`src/rtl/fir_pkg.sv`:
```
// Shared widths, FSM/tag types and the round-robin pick for the FIR frame arbiter.
package fir_pkg;

  localparam int FIR_IN_W  = 19;
  localparam int FIR_OUT_W = 36;

  typedef enum logic [1:0] {
    IDLE   = 2'd0,
    STREAM = 2'd1,
    FLUSH  = 2'd2
  } arb_state_t;

  typedef struct packed {
    logic       valid;
    logic [2:0] ch;
    logic       last;
  } fir_tag_t;

  // First requester after 'last' in circular order over n channels; 0 if none.
  function automatic logic [2:0] rr_pick(input logic [7:0] req, input logic [2:0] last, input int n);
    logic [2:0] pick;
    logic       found;
    int         idx;
    pick  = 3'd0;
    found = 1'b0;
    for (int i = 1; i <= 8; i++) begin
      idx = (int'(last) + i) % n;
      if (!found && (i <= n) && req[idx[2:0]]) begin
        pick  = idx[2:0];
        found = 1'b1;
      end else begin
        found = found;
      end
    end
    return pick;
  endfunction

endpackage

```
`src/rtl/fir_tag_delay.sv`:
```
// Fixed-depth shift register carrying sample tags alongside the filter pipeline.
module fir_tag_delay
  import fir_pkg::*;
#(
  parameter int DEPTH = 2
) (
  input  logic     clk,
  input  logic     clr,
  input  fir_tag_t tag_in,
  output fir_tag_t tag_out
);

  fir_tag_t stage_q [DEPTH];

  // Shift one stage per cycle; clr empties the whole line.
  always_ff @(posedge clk) begin
    if (clr) begin
      stage_q <= '{default: '0};
    end else begin
      stage_q[0] <= tag_in;
      for (int i = 1; i < DEPTH; i++) begin
        stage_q[i] <= stage_q[i-1];
      end
    end
  end

  assign tag_out = stage_q[DEPTH-1];

endmodule

```
`src/rtl/fir_frame_arbiter.sv`:
```
// Frame-granular round-robin sharing of one FIR datapath with channel/last tagging.
// Define FIR_ARB_FLUSH_EN to append TAPS-1 zero samples after every frame.
module fir_frame_arbiter
  import fir_pkg::*;
#(
  parameter int N_CH      = 4,
  parameter int FRAME_LEN = 128,
  parameter int TAPS      = 16,
  parameter int FILT_LAT  = 2
) (
  input  logic                     clk,
  input  logic                     rst,
  input  logic [N_CH-1:0]          req_valid,
  input  logic [N_CH*FIR_IN_W-1:0] req_data,
  output logic [N_CH-1:0]          req_ready,
  output logic [FIR_IN_W-1:0]      flt_in,
  output logic                     flt_valid,
  input  logic [FIR_OUT_W-1:0]     flt_out,
  input  logic                     flt_vout,
  output logic                     out_valid,
  output logic [FIR_OUT_W-1:0]     out_data,
  output logic [2:0]               out_ch,
  output logic                     out_last,
  output logic                     busy,
  output logic                     tag_err
);

`ifdef FIR_ARB_FLUSH_EN
  localparam logic FLUSH_EN = 1'b1;
`else
  localparam logic FLUSH_EN = 1'b0;
`endif

  localparam int              CNT_W    = $clog2(FRAME_LEN);
  localparam int              FC_W     = $clog2(TAPS);
  localparam logic [CNT_W-1:0] CNT_LAST = CNT_W'(FRAME_LEN - 1);
  localparam logic [FC_W-1:0]  FC_LAST  = FC_W'(TAPS - 2);
  localparam logic [N_CH-1:0]  ONE_HOT0 = {{(N_CH-1){1'b0}}, 1'b1};

  arb_state_t            state_q;
  logic [2:0]            grant_q;
  logic [2:0]            last_grant_q;
  logic [CNT_W-1:0]      cnt_q;
  logic [FC_W-1:0]       fcnt_q;
  logic [N_CH-1:0]       req_ready_q;
  logic [FIR_IN_W-1:0]   flt_in_q;
  logic                  flt_valid_q;
  fir_tag_t              tag_q;
  logic                  busy_q;
  logic                  out_valid_q;
  logic [FIR_OUT_W-1:0]  out_data_q;
  logic [2:0]            out_ch_q;
  logic                  out_last_q;
  logic                  tag_err_q;

  logic [2:0]            pick_s;
  logic [FIR_IN_W-1:0]   sel_data_s;
  logic                  xfer_s;
  fir_tag_t              tag_end_s;

  assign pick_s = rr_pick(8'(req_valid), last_grant_q, N_CH);
  // req_ready_q is one-hot on the grant while streaming, so this is the grant's handshake.
  assign xfer_s = |(req_valid & req_ready_q);

  // Select the granted channel's sample lane.
  always_comb begin
    sel_data_s = '0;
    for (int i = 0; i < N_CH; i++) begin
      sel_data_s = sel_data_s |
                   ((grant_q == 3'(i)) ? req_data[i*FIR_IN_W +: FIR_IN_W] : {FIR_IN_W{1'b0}});
    end
  end

  // Arbitration FSM; every filter-facing output and the pushed tag are registered here.
  always_ff @(posedge clk) begin
    if (rst) begin
      state_q      <= IDLE;
      grant_q      <= 3'd0;
      last_grant_q <= 3'(N_CH - 1);
      cnt_q        <= '0;
      fcnt_q       <= '0;
      req_ready_q  <= '0;
      flt_in_q     <= '0;
      flt_valid_q  <= 1'b0;
      tag_q        <= '0;
      busy_q       <= 1'b0;
    end else begin
      case (state_q)
        IDLE: begin
          flt_in_q    <= '0;
          flt_valid_q <= 1'b0;
          tag_q       <= '0;
          if (|req_valid) begin
            grant_q      <= pick_s;
            last_grant_q <= pick_s;
            cnt_q        <= '0;
            req_ready_q  <= ONE_HOT0 << pick_s;
            busy_q       <= 1'b1;
            state_q      <= STREAM;
          end
        end
        STREAM: begin
          if (xfer_s) begin
            flt_in_q    <= sel_data_s;
            flt_valid_q <= 1'b1;
            tag_q       <= '{valid: 1'b1, ch: grant_q, last: (!FLUSH_EN && (cnt_q == CNT_LAST))};
            if (cnt_q == CNT_LAST) begin
              cnt_q       <= '0;
              fcnt_q      <= '0;
              req_ready_q <= '0;
              busy_q      <= FLUSH_EN;
              state_q     <= FLUSH_EN ? FLUSH : IDLE;
            end else begin
              cnt_q <= cnt_q + CNT_W'(1);
            end
          end else begin
            flt_valid_q <= 1'b0;
            tag_q       <= '0;
          end
        end
        FLUSH: begin
          flt_in_q    <= '0;
          flt_valid_q <= 1'b1;
          tag_q       <= '{valid: 1'b1, ch: grant_q, last: (fcnt_q == FC_LAST)};
          if (fcnt_q == FC_LAST) begin
            fcnt_q  <= '0;
            busy_q  <= 1'b0;
            state_q <= IDLE;
          end else begin
            fcnt_q <= fcnt_q + FC_W'(1);
          end
        end
        default: begin
          state_q     <= IDLE;
          req_ready_q <= '0;
          flt_valid_q <= 1'b0;
          tag_q       <= '0;
          busy_q      <= 1'b0;
        end
      endcase
    end
  end

  fir_tag_delay #(
    .DEPTH (FILT_LAT)
  ) u_tag_delay (
    .clk     (clk),
    .clr     (rst),
    .tag_in  (tag_q),
    .tag_out (tag_end_s)
  );

  // Result register: the tag emerging with flt_out decides validity; flt_vout only audits it.
  always_ff @(posedge clk) begin
    if (rst) begin
      out_valid_q <= 1'b0;
      out_data_q  <= '0;
      out_ch_q    <= 3'd0;
      out_last_q  <= 1'b0;
      tag_err_q   <= 1'b0;
    end else begin
      out_valid_q <= tag_end_s.valid;
      tag_err_q   <= tag_err_q | (flt_vout != tag_end_s.valid);
      if (tag_end_s.valid) begin
        out_data_q <= flt_out;
        out_ch_q   <= tag_end_s.ch;
        out_last_q <= tag_end_s.last;
      end
    end
  end

  assign req_ready = req_ready_q;
  assign flt_in    = flt_in_q;
  assign flt_valid = flt_valid_q;
  assign out_valid = out_valid_q;
  assign out_data  = out_data_q;
  assign out_ch    = out_ch_q;
  assign out_last  = out_last_q;
  assign busy      = busy_q;
  assign tag_err   = tag_err_q;

endmodule
```
`config.mk`:
```
export PLATFORM = sky130hd
export DESIGN_NAME = fir_frame_arbiter
export DESIGN_NICKNAME = d
export VERILOG_FILES = /design/src/rtl/fir_pkg.sv /design/src/rtl/fir_tag_delay.sv /design/src/rtl/fir_frame_arbiter.sv
export SDC_FILE = /design/constraint.sdc
export NUM_CORES = 1
export LEC_CHECK = 0
export ABC_CLOCK_PERIOD_IN_PS = 4850
export CAP_MARGIN = 20
export CORE_MARGIN = 1.5
export CORE_UTILIZATION = 40
export CTS_BUF_LIST = sky130_fd_sc_hd__clkbuf_16
export DETAILED_ROUTE_END_ITERATION = 16
export PLACE_DENSITY = 0.84
export SLEW_MARGIN = 20
export SYNTH_ARGS = -nofsm -noshare
export SYNTH_HDL_FRONTEND = slang
export SYNTH_HIERARCHICAL = 1
export SYNTH_SLANG_ARGS = --single-unit
```
`constraint.sdc`:
```
create_clock -name clk -period 4.85 [get_ports clk]
set_clock_uncertainty 0.15 [all_clocks]
set_input_delay 0.7275 -clock clk [delete_from_list [all_inputs] [get_ports clk]]
set_output_delay 0.7275 -clock clk [all_outputs]
set_load 0.02 [all_outputs]
```
==> impl_metrics.env <==
export IMPL_grt_max_degree=72
export IMPL_setup_viol=0
export IMPL_yosys_warnings=6
export IMPL_p_sw_mw=0.370
export IMPL_worstPathRequired_ns=4.97
export IMPL_grt_pass1_wl_um=14500
export IMPL_final_nets=621
export IMPL_place_area_sq_mm=0.00562
export IMPL_cts_tree="yes"
export IMPL_yosysUniqueCellTypes=46
export IMPL_hold_class="register to register"
export IMPL_initial_core_util_pct=40.8
export IMPL_route_detailed_drc=0
export IMPL_ctsHoldBuffers=0
export IMPL_min_path_cells=1
export IMPL_num_rows=35
export IMPL_synth_top_cells_by_area="dfxtp_1 49%, mux4_2 11%, mux2i_1 11%, nor2_1 4.6%, a22o_1 3.3%"
export IMPL_relSlewSlack_pct=36.4
export IMPL_cts_max_level=3
export IMPL_status="complete, no violations"
export IMPL_worst_pin_slew_ns=0.950
export IMPL_async_flop_share_pct=0
export IMPL_synth_edf_count=0
export IMPL_p_comb_share_pct=14.5
export IMPL_dr_pass1_iters=4
export IMPL_fin_area_sq_mm=0.00590
export IMPL_cts_root_buf="clkbuf_16"
export IMPL_p_leak_nw=2.12
export IMPL_vias=3153
export IMPL_yosysTopAreaCell="dfxtp_1"
export IMPL_gp_congestion=0.852
export IMPL_ir_drop_mv=0.182
export IMPL_ys_flop_type="dfxtp_1"
export IMPL_finish_utilization_pct=64.5
export IMPL_diodes=0
export IMPL_crit_type="primary input to register"
export IMPL_synth_top_area_share_pct=48.8
export IMPL_hold_viol_final=0
export IMPL_wl_per_cell_um=15.2
export IMPL_arrival_ns=2.69
export IMPL_synthToLayoutAreaGrowth_pct=57.9
export IMPL_clk_pin_slew_ns=0.06
export IMPL_whs_ns=0.286
export IMPL_syn_avg_cell_area_sq_um=11.4
export IMPL_wl_um=9400
export IMPL_cts_setup_buffers=0
export IMPL_synth_nets=447
export IMPL_ys_seq_elements=91
export IMPL_hpwl_um=7100
export IMPL_cts_num_sinks=91
export IMPL_via_per_inst=5.11
export IMPL_drv_cap=0
export IMPL_layout_cells_non_filler=617
export IMPL_clk_latency_ns=0.32
export IMPL_slew_viol_final=0
export IMPL_syn_area_sq_mm=0.00374
export IMPL_max_clock_path_buffers=2
export IMPL_p_int_mw=1.31
export IMPL_detail_route_antenna_nets=0
export IMPL_ctsResizeCount=0
export IMPL_finalCriticalPeriod_ns=2.57
export IMPL_core_area_sq_mm=0.00915
export IMPL_cts_buffers=9
export IMPL_crit_path_end_kind="register"
export IMPL_nFillCells=724
export IMPL_post_route_period_util_pct=53.1
export IMPL_die_h_um=99.6
export IMPL_ios=186
export IMPL_final_common_cell="clkdlybuf4s50_1"
export IMPL_drtIter0Drc=88
export IMPL_reg2reg_depth=3
export IMPL_critPathMaxFanout=19
export IMPL_drive_above_1_share_pct=10.3
export IMPL_antenna_found_initial=0
export IMPL_rsz0062_at_grt="false"
export IMPL_final_cell_mix="184 x clkdlybuf4s50_1, 90 x dfxtp_1, 46 x nor2_1, 41 x mux2i_1, 19 x mux4_2"
export IMPL_die_x_um=99.6
export IMPL_p_seq_share_pct=46.4
export IMPL_p_per_area_mw_per_mm2=285
export IMPL_grt_pass1_vias=3117
export IMPL_post_place_cells=601
export IMPL_overflow=0
export IMPL_numPortBuffers=185
export IMPL_clock_power_share_pct=39.1
export IMPL_switching_share_pct=22.0
export IMPL_crit_path_start_kind="primary input"
export IMPL_setup_tns_final_ns=0
export IMPL_grt_usage_pct=18.6
export IMPL_yosysSeqAreaShare_pct=48.8
export IMPL_dieArea_sq_mm=0.00993
export IMPL_fmax_mhz=389
export IMPL_syn_inst=327
==> registers in the layout, indices dropped and copies added, names as in the netlist <==
register / count
u_tag_delay/stage_q: 5
last_grant_q: 2
out_data: 36
out_last: 1
req_ready: 4
out_valid: 1
cnt_q: 7
flt_in: 19
u_tag_delay/tag_out: 5
tag_err: 1
state_q: 1
out_ch: 3
tag_q: 3
grant_q: 2
flt_valid: 1
==> metrics by stage <==
| stage | setup WS [ns] | power, mW |
|---|---|---|
| after global routing | 2.13 | 1.75 |
| after detailed placement | 1.91 | 1.04 |
| final | 2.28 | 1.68 |
| after floorplan | 2.80 | 0.905 |
| after global placement | 2.04 | 1.04 |
| after CTS | 2.25 | 1.70 |
==> layout make-up <==
cell class	count	area [sq um]	share of cell area (%)
multi-input combinational	208	1770	30.0
clock buffer	9	225	3.82
sequential	91	1820	30.9
tap	111	139	2.35
clock inverter	7	60.1	1.02
inverter	2	7.51	0.127
timing repair buffer	189	1880	31.8
==> synth_stat cells (2+ instances only) <==
cell type and number:
mux2_2 3, a22o_1 14, and3_1 3, and2_1 3, a21oi_1 5, dfxtp_1 91, nor2_1 46, nand2_1 4
nand3_1 3, inv_1 2, nand2b_1 4, buf_2 11, a22o_2 7, o2bb2ai_1 2, nor4b_1 3, mux2i_1 41
nor3_1 10, clkbuf_1 7, buf_4 5, o21ai_0 3, nor2b_1 12, buf_1 2, xor2_1 3, o2111ai_1 3
mux4_2 19
==> worst max-delay path: stages <==
cell and delay [ns]:
clkdlybuf4s50_1 0.51, a22o_2 0.37, nor4b_4 0.80, a22o_2 0.28
==> power groups by stage <==
stage          clock network (mW)  registers, mW  logic (mW)
6_report                    0.658          0.782       0.243
3_3_place_gp                    0          0.797       0.240
2_1_floorplan                   0          0.804       0.101
3_5_place_dp                    0          0.798       0.245
5_1_grt                     0.707          0.784       0.261
4_1_cts                     0.672          0.782       0.245
==> worst paths after layout <==
path              slack [ns]                           endpoint                               from
hold reg to reg         0.29  u_tag_delay/tag_out[0]$_SDFF_PP0_  u_tag_delay/stage_q[5]$_SDFF_PP0_
setup reg to reg        2.90             flt_in[7]$_SDFFE_PP0P_          req_ready[0]$_SDFFE_PP0P_
setup / recovery        2.28             flt_in[7]$_SDFFE_PP0P_                       req_valid[1]
hold / removal          0.29  u_tag_delay/tag_out[0]$_SDFF_PP0_  u_tag_delay/stage_q[5]$_SDFF_PP0_
==> routing by layer <==
metal / wire, um / part of all wire, % / track usage, % / up-vias
met2: 4920 / 52 / 34.2 / 139
li1: - / - / - / 1530
met3: 720 / 7.7 / 6.18 / 11
met4: 139 / 1.5 / 6.61 / 0
met5: 0 / 0 / 0 / -
met1: 3620 / 38 / 19.7 / 1473
==> cell families after synthesis <==
logic type	after synthesis	share of synthesized area (%)
AND/OR/NAND/NOR	96	13.2
flip-flops	91	48.8
multiplexers	63	23.3
AO/OA/AOI/OAI	44	9.68
buffers and inverters	28	3.89
XOR/XNOR	3	0.703
adder cells (fa/ha/maj)	1	0.335
other	1	0.100
Note: power is estimated with default switching activity, not from simulation.
